`config.mk`:
```
export PLATFORM = sky130hd
export DESIGN_NAME = bus_mux_n
export DESIGN_NICKNAME = d
export VERILOG_FILES = /design/src/rtl/bus_mux_n.sv
export SDC_FILE = /design/constraint.sdc
export NUM_CORES = 1
export LEC_CHECK = 0
export BUFFER_PORTS_ARGS = -buffer_cell sky130_fd_sc_hd__buf_2
export CAP_MARGIN = 10
export CORE_MARGIN = 10
export CORE_UTILIZATION = 44
export CTS_CLUSTER_DIAMETER = 50
export DETAILED_ROUTE_END_ITERATION = 7
export PLACE_DENSITY = 0.84
export SETUP_SLACK_MARGIN = 0.1
export SYNTH_ARGS = -nofsm -noshare
export SYNTH_HDL_FRONTEND = slang
export SYNTH_SLANG_ARGS = --single-unit
```
`constraint.sdc`:
```
create_clock -name clk -period 3 [get_ports clk]
set_input_delay 0.9 -clock clk [delete_from_list [all_inputs] [get_ports clk]]
set_output_delay 0.9 -clock clk [all_outputs]
set_load 0.005 [all_outputs]
```
`src/rtl/bus_mux_n.sv`:
```
// Address-decoding bus multiplexer: one master, NSLAVES windowed slaves.
// Handles acknowledge, timeout and bus-error bookkeeping for each transfer.
module bus_mux_n #(
  parameter int                    NSLAVES = 6,
  parameter int                    SADDR_W = 8,
  parameter logic [NSLAVES*24-1:0] BASES   = '0,
  parameter logic [NSLAVES*24-1:0] MASKS   = '0,
  parameter int                    TIMEOUT = 255
) (
  input  logic                  clk,
  input  logic                  reset,
  input  logic                  as,
  input  logic [23:0]           master_addr,
  input  logic [15:0]           master_write,
  output logic [15:0]           master_read,
  input  logic                  master_uds,
  input  logic                  master_lds,
  input  logic                  master_rw,
  output logic                  master_ack,
  output logic                  master_berr,
  output logic [NSLAVES-1:0]    slave_sel,
  output logic [SADDR_W-1:0]    slave_addr,
  output logic [15:0]           slave_write,
  output logic [NSLAVES-1:0]    slave_uds,
  output logic [NSLAVES-1:0]    slave_lds,
  output logic                  slave_rw,
  input  logic [NSLAVES*16-1:0] slave_read,
  input  logic [NSLAVES-1:0]    slave_ack,
  output logic [7:0]            err_count,
  output logic [23:0]           err_addr
);

  localparam int IDX_W = (NSLAVES > 1) ? $clog2(NSLAVES) : 1;
  localparam int TMO_W = (TIMEOUT > 1) ? $clog2(TIMEOUT + 1) : 1;

  typedef enum logic [1:0] {IDLE, ACTIVE, DONE, ERR} state_t;

  state_t             r_state;
  state_t             w_next;
  logic [23:0]        r_addr;
  logic [15:0]        r_wdata;
  logic               r_rw;
  logic               r_uds;
  logic               r_lds;
  logic [IDX_W-1:0]   r_idx;
  logic [TMO_W-1:0]   r_tmo;
  logic [15:0]        r_read;
  logic [7:0]         r_err_count;
  logic [23:0]        r_err_addr;

  logic               w_hit;
  logic [IDX_W-1:0]   w_idx;
  logic               w_start;
  logic               w_ack;
  logic               w_tmo;
  logic [NSLAVES-1:0] w_onehot;

  // Scan from the top down so the lowest matching index is the one left standing.
  // NOTE: every signal written in always_comb gets a default first; otherwise a
  // path that skips the assignment infers a latch.
  always_comb begin
    w_hit = 1'b0;
    w_idx = '0;
    for (int i = NSLAVES - 1; i >= 0; i--) begin
      if ((master_addr & MASKS[24*i +: 24]) == (BASES[24*i +: 24] & MASKS[24*i +: 24])) begin
        w_hit = 1'b1;
        w_idx = IDX_W'(i);
      end
    end
  end

  assign w_start  = as & (master_uds | master_lds);
  assign w_ack    = slave_ack[r_idx];
  assign w_tmo    = (TIMEOUT > 0) && (r_tmo == TMO_W'(TIMEOUT - 1));
  assign w_onehot = NSLAVES'(1) << r_idx;

  // Abort beats ack, and ack beats timeout.
  always_comb begin
    w_next = r_state;
    case (r_state)
      IDLE:     if (w_start) w_next = w_hit ? ACTIVE : ERR;
      ACTIVE: begin
        if (!as)        w_next = IDLE;
        else if (w_ack) w_next = DONE;
        else if (w_tmo) w_next = ERR;
      end
      DONE, ERR: if (!as) w_next = IDLE;
      default:  w_next = IDLE;
    endcase
  end

  // NOTE: sequential state uses non-blocking assignments so every register
  // samples pre-edge values, independent of statement order.
  always_ff @(posedge clk) begin
    if (reset) begin
      r_state     <= IDLE;
      r_addr      <= '0;
      r_wdata     <= '0;
      r_rw        <= 1'b1;
      r_uds       <= 1'b0;
      r_lds       <= 1'b0;
      r_idx       <= '0;
      r_tmo       <= '0;
      r_read      <= '0;
      r_err_count <= '0;
      r_err_addr  <= '0;
    end else begin
      r_state <= w_next;
      if (r_state == IDLE && w_start) begin
        r_addr  <= master_addr;
        r_wdata <= master_write;
        r_rw    <= master_rw;
        r_uds   <= master_uds;
        r_lds   <= master_lds;
        r_idx   <= w_idx;
        r_tmo   <= '0;
      end else if (r_state == ACTIVE) begin
        r_tmo <= r_tmo + 1'b1;
      end
      if (r_state == ACTIVE && as && w_ack && r_rw)
        r_read <= slave_read[16*r_idx +: 16];
      // From IDLE the address is being latched this same edge, so take it live.
      if (w_next == ERR && r_state != ERR) begin
        r_err_addr <= (r_state == IDLE) ? master_addr : r_addr;
        if (r_err_count != 8'hFF)
          r_err_count <= r_err_count + 1'b1;
      end
    end
  end

  assign slave_sel   = (r_state == ACTIVE)          ? w_onehot : '0;
  assign slave_uds   = (r_state == ACTIVE && r_uds) ? w_onehot : '0;
  assign slave_lds   = (r_state == ACTIVE && r_lds) ? w_onehot : '0;
  assign slave_addr  = r_addr[SADDR_W-1:0];
  assign slave_write = r_wdata;
  assign slave_rw    = r_rw;
  assign master_read = r_read;
  assign master_ack  = (r_state == DONE);
  assign master_berr = (r_state == ERR);
  assign err_count   = r_err_count;
  assign err_addr    = r_err_addr;

endmodule
```
==> summary.txt, run 1 <==
DR vias/cell: 5.113
Final Routed Wirelength: 11960 um
Tightest Pin Transition: 604.8 ps
# clock sinks: 101
Relative slew slack: 59.53%
Hold Vio Cnt, Final: 0
Hold slack: 455.1 ps
First-pass GRT wire length: 18600 um
Maximum clock rate: 393.8 MHz
P_leak: 2.176 nW
Peak VDD IR: 0.2550 mV
Gr ovfl total: 0
Most common cell after layout, fill and taps aside: nand2_1
I/O pins: 241
# port buffers: 140
Max Slew Vio Count: 0
RSZ-0062 raised after global routing: false
Die Y-Extent: 117.2 um
Reg2reg path depth: 4
Max Cap Violations: 0
Hold Path Origin: r_addr[18]
Number of CTS-inserted buffers: 9
Core ar.: 0.009240 mm2
Post-Syn Area: 0.004159 mm2
Detailed-route DRC error count: 0
CTS root buf: clkbuf_8
Fraction of registers with async set/reset: 0%
CP max FO: 15
Hold-fix buffers, CTS: 0
Largest net degree at the start of global routing: 51
Post-synth EDFFs: 0
R2r endpoint: err_count[7]
Reg2reg start: r_state[0]
Most frequent cells in the layout: nand2_1 (145), buf_2 (140), dfxtp_1 (101)
Combinational share of power: 9.6%
Detail Route Antenna Nets: 0
Share of layout cells above drive strength 1: 27.06%
# resized after CTS: 0
Status: completed
Die Wd: 117.2 um
Sw Ratio: 24.63%
DP HPWL: 8569 um
Setup violators final: 0
Worst endpoint data arrival time: 1640 ps
Synth unique cells: 39
Cells after Synth: 522
Yosys reg bits: 101
WL/cell: 15.48 um
Post-Syn Area per Cell: 7.967 um2
Critical path type: register to output port
Post-CTS repair timing setup buffer count: 0
Gpl congestion: 0.7815
Setup tns final: 0 ps
Clock latency on the worst-skew pair: 360 ps
CTS H-tree lvls: 3
Crit path launch type: register
Vias in the first global route: 3832
Internal cell power: 1.975 mW
Clk pwr share: 36.7%
First-pass DRT Iterations: 5
Clock Skews: 8.456 ps
R2R Setup Slk: 740 ps
Fillers: 923
Req. time, crit path: 2100 ps
Final min period: 2539 ps
Via count: 3952
Final period util: 84.65%
Setup WS pre-CTS: 348.3 ps
PnR worst setup slack: 460.6 ps
Seq pwr share: 53.7%
Endpoint, Worst Hold: r_addr[18]
Row cnt: 35
Starting Density: 45.01%
Initial drt markers: 252
Pwr Density: 515.3 mW/mm2
Yosys Warn Count: 0
Crit. End Element: output port
CTS tree: yes
Worst hold path type: register to register
Max Root-Sink Buffers: 2
Worst-path clk slew: 90 ps
Top_reg_cell synth: dfxtp_1
Net Switching: 645.4 uW
Nets: 789
Overall Global Routing Usage: 16.81%
Initial antenna violation count: 0
Post-synthesis sequential area ratio: 48.62%
Syn-to-layout area delta: 22.26%
Die ar.: 0.01374 mm2
Min-Delay Path Depth: 2
==> critical path, cell delays in order (launching register included) <==
cell,delay (ps)
dfxtp_1,620
nor2b_1,190
buf_4,180
and2_1,160
buf_2,130
==> registers in the layout (all words and copies together), names as in the netlist <==
register / flops
slave_rw: 1
master_read: 16
r_uds: 1
r_addr: 24
slave_write: 16
err_addr: 24
err_count: 8
r_lds: 1
r_tmo: 8
r_state: 2
==> cell type report <==
class	instances	area (um2)	area share [%]
clock buffer	11	141.4	2.781
timing repair buffer	151	795.8	15.65
sequential	101	2022	39.76
inverter	3	11.26	0.2215
clock inverter	5	83.83	1.649
multi-input combinational	372	1867	36.71
antenna	1	2.502	0.04921
tap	129	161.4	3.174
==> worst max path at each step <==
stage                from           end  slack, ps  cells after the start
6_report       r_state[0]  slave_lds[0]        460                      4
2_1_floorplan          as  err_count[5]        630                      5
5_1_grt        r_state[0]  slave_uds[0]        330                      4
3_3_place_gp           as  err_count[7]        380                      5
4_1_cts        r_state[0]  slave_uds[0]        430                      4
3_5_place_dp           as  err_count[7]        350                      5
==> routing by layer <==
layer / vias to the layer above / share of wire, % / track usage [%]
li1: 1961 / - / -
met1: 1855 / 39 / 18.88
met4: 0 / 0.99 / 4.530
met5: - / 0 / 0
met2: 126 / 50 / 29.05
met3: 10 / 9.9 / 6.524
==> cell usage after synthesis, types with 2 or more instances <==
library cell  instances  area [um2]
mux2_2                2       22.52
dfxtp_1             101        2022
a311oi_1             24       210.2
o21ai_0              26       130.1
nor2_1               38       142.6
or4_1                 3       22.52
nor2b_1               4       25.02
xor2_1                5       43.79
nand2_1             145       544.3
clkbuf_1             34       127.6
xnor2_1               2       17.52
nand3_1               7       35.03
o211ai_1              2       15.01
and2_1                3       18.77
nand2b_1              3       18.77
ha_1                  3       37.54
buf_4                23       172.7
o31ai_1               3       22.52
inv_1                 3       11.26
and3_1                2       12.51
or3_1                 2       12.51
nand4_1               5       31.28
nor4_1                2       12.51
a21oi_1              65       325.3
==> per-stage QoR <==
step                power [mW]  cell area [um2]  std cells  utilization (%)
floorplan                1.589             4212        536                -
global placement         1.677             4857        756            52.57
detailed placement       1.690             4857        756            52.57
CTS                      2.648             5082        772            55.00
global route             2.752             5082        772            55.00
finish                   2.620             5085        773            55.03
==> power groups by stage <==
stage | Combinational [mW] | Clock [mW] | Sequential [mW]
CTS | 0.253 | 0.989 | 1.41
global placement | 0.243 | 0 | 1.43
finish | 0.252 | 0.962 | 1.41
global route | 0.284 | 1.05 | 1.41
floorplan | 0.156 | 0 | 1.43
detailed placement | 0.253 | 0 | 1.44
==> kinds of logic after synthesis <==
group / after synthesis / synth area share, %
and+or+nand+nor: 221 / 22.62
muxes: 3 / 0.7822
adders and majority gates: 3 / 0.9026
AOI/OAI and AO/OA: 123 / 17.54
buffers and inverters: 63 / 7.972
DFF: 101 / 48.62
other: 1 / 0.09017
xor gates and xnor gates: 7 / 1.474
Power figures use the tool's default switching activity.
==> run 2: changes to the inputs <==
==> constraint.sdc (replaced) <==
create_clock -name clk -period 2.45 [get_ports clk]
set_input_delay 0.735 -clock clk [delete_from_list [all_inputs] [get_ports clk]]
set_output_delay 0.735 -clock clk [all_outputs]
set_load 0.005 [all_outputs]
==> run 2 against run 1 <==
Net effect:
- setup slack got worse by 250 ps
- combinational power increased by 24%
- non-clock buffer count increased by 4
- clock power grew 32%
- wire length shrank 1.9%
- utilization is 0.72 points higher
==> summary.txt, run 2 (synthesis results as in run 1) <==
CTS root buf: clkbuf_8 (unchanged)
CP cell instances: buf_6 -> nor2b_1 -> buf_4 -> and2_1 -> buf_2 (was nor2b_1 -> buf_4 -> and2_1 -> buf_2)
WL/cell: 15.13 um (was 15.48 um)
Max stage delay on crit path: 350 ps (was 620 ps)
Reg2reg start: r_tmo[3] (was r_state[0])
Placed Cells: 760 (was 756)
Relative slew slack: 62.22% (was 59.53%)
Clock Skews: 10.82 ps (was 8.456 ps)
Most common cell after layout, fill and taps aside: nand2_1 (unchanged)
Final Routed Wirelength: 11740 um (was 11960 um)
Share of layout cells above drive strength 1: 27.55% (was 27.06%)
Number of CTS-inserted buffers: 9 (unchanged)
# clock sinks: 101 (unchanged)
Crit. End Element: output port (unchanged)
Worst endpoint data arrival time: 1500 ps (was 1640 ps)
R2R Setup Slk: 440 ps (was 740 ps)
Endpoint, Worst Hold: r_uds (was r_addr[18])
Max Slew Vio Count: 0 (unchanged)
Worst-path clk slew: 90 ps (about the same)
Gpl congestion: 0.7966 (was 0.7815)
Combinational share of power: 9.5% (was 9.6%)
Detailed-route DRC error count: 0 (unchanged)
Core ar.: 0.009240 mm2 (unchanged)
Internal cell power: 2.522 mW (was 1.975 mW)
Syn-to-layout area delta: 23.86% (was 22.26%)
Final period util: 91.32%
Max Cap Violations: 0 (unchanged)
Critical path type: register to output port (unchanged)
Die Y-Extent: 117.2 um (unchanged)
First-pass GRT wire length: 18530 um (was 18600 um)
Status: completed (unchanged)
Worst hold path type: register to register (unchanged)
Gr ovfl total: 0 (unchanged)
Fillers: 868 (was 923)
Min-Delay Path Depth: 2 (unchanged)
P_leak: 2.214 nW (was 2.176 nW)
CTS H-tree lvls: 3 (unchanged)
R2r endpoint: err_count[7] (unchanged)
Post-CTS repair timing setup buffer count: 0 (unchanged)
I/O pins: 241 (unchanged)
Pwr Density: 641.6 mW/mm2 (was 515.3 mW/mm2)
WP depth: 5 (was 4)
Nets: 793 (was 789)
Setup tns final: 0 ps (unchanged)
Maximum clock rate: 447.0 MHz
Req. time, crit path: 1710 ps (was 2100 ps)
Slowest CP cell: dfxtp_1 (unchanged)
DR vias/cell: 5.138 (was 5.113)
Delay-heaviest family, CP: buffers and inverters (was flip-flops)
Detail Route Antenna Nets: 0 (unchanged)
# port buffers: 140 (unchanged)
Finished Layout Cells: 776 (was 773)
Via count: 3987 (was 3952)
Clk pwr share: 38.5% (was 36.7%)
CP max FO: 30 (was 15)
Final min period: 2237 ps
Row cnt: 35 (unchanged)
Hold Path Origin: r_uds (was r_addr[18])
Seq pwr share: 52.0% (was 53.7%)
Overall Global Routing Usage: 16.57% (was 16.81%)
Die ar.: 0.01374 mm2 (unchanged)
Clock latency on the worst-skew pair: 360 ps (about the same)
Max Root-Sink Buffers: 2 (unchanged)
Starting Density: 45.01% (unchanged)
DP HPWL: 8474 um (was 8569 um)
Peak VDD IR: 0.4320 mV (was 0.2550 mV)
Net Switching: 783.3 uW (was 645.4 uW)
Setup violators final: 0 (unchanged)
Hold-fix buffers, CTS: 0 (unchanged)
First-pass DRT Iterations: 5 (unchanged)
Crit path launch type: register (unchanged)
CP bufs+invs: 3 (was 2)
Initial antenna violation count: 0 (unchanged)
Hold Vio Cnt, Final: 0 (unchanged)
Vias in the first global route: 3897 (was 3832)
Reg2reg path depth: 4 (unchanged)
Largest net degree at the start of global routing: 57 (was 51)
Most frequent cells in the layout: nand2_1 (145), buf_2 (140), dfxtp_1 (101) (unchanged)
Tightest Pin Transition: 564.7 ps (was 604.8 ps)
RSZ-0062 raised after global routing: false (unchanged)
Initial drt markers: 354 (was 252)
Die Wd: 117.2 um (unchanged)
Sw Ratio: 23.70% (was 24.63%)
CTS tree: yes (unchanged)
-- run 2: cell count changes in the layout (fill, tap and decap cells not counted), sizes merged --
cell | before | now
buf | 151 | 155
inv | 3 | 4
clkinvlp | 2 | 0
bufinv | 2 | 3
clkbuf | 11 | 10
-- run 2: timing repair --
| item | CTS | global route |
|---|---|---|
| resized for setup | 0 | 1 |
| hold endpoints to repair | 0 | 0 |
| setup endpoints to repair | 0 | 2 |
-- run 2: how the worst max path moves through the flow --
stage | from | to
after global routing | r_state[1] | slave_lds[0]
after global placement | as | err_count[7]
after detailed placement | as | err_count[7]
after floorplan | as | err_count[5]
final | r_state[1] | slave_lds[0]
after CTS | r_state[1] | slave_lds[0]
-- run 2: worst register-to-register path, stage by stage, from the launching register on --
cell,delay (ps)
dfxtp_1,430
nand4_1,190
or4_4,580
nor4_1,340
mux2_2,370
-- run 2: metrics by stage --
step	power [mW]	worst slack (ps)	area, um2	hold slack (ps)	util (%)
floorplan	1.946	247.1	4212	431.7	-
global placement	2.056	139.0	4900	437.9	53.03
detailed placement	2.070	101.4	4900	444.6	53.03
CTS	3.332	130.0	5145	457.0	55.68
global route	3.451	100.6	5149	471.6	55.72
finish	3.305	212.6	5151	455.9	55.75
-- run 2: routing by layer --
metal | global-route usage (%) | part of all wire [%] | vias to the layer above
met2 | 28.41 | 49 | 134
met4 | 4.942 | 1.6 | 0
met1 | 17.91 | 39 | 1870
met3 | 7.594 | 10 | 15
met5 | 0 | 0 | -
li1 | - | - | 1968
-- run 2: layout make-up --
type                    instances  area, um2  area share, %
multi-input cells             372       1867          36.24
repair buffers                155      842.1          16.35
clock buffers                  10      137.6          2.672
flip-flops and latches        101       2022          39.25
clock inverters                 5      107.6          2.089
well taps                     129      161.4          3.133
diodes                          1      2.502        0.04858
inverters                       3      11.26         0.2186
-- run 2: power by group through the flow --
stage	clock network [mW]	registers [mW]	logic (mW)
2_1_floorplan	0	1.75	0.191
3_3_place_gp	0	1.75	0.304
3_5_place_dp	0	1.76	0.314
4_1_cts	1.30	1.72	0.314
5_1_grt	1.37	1.73	0.354
6_report	1.27	1.72	0.313
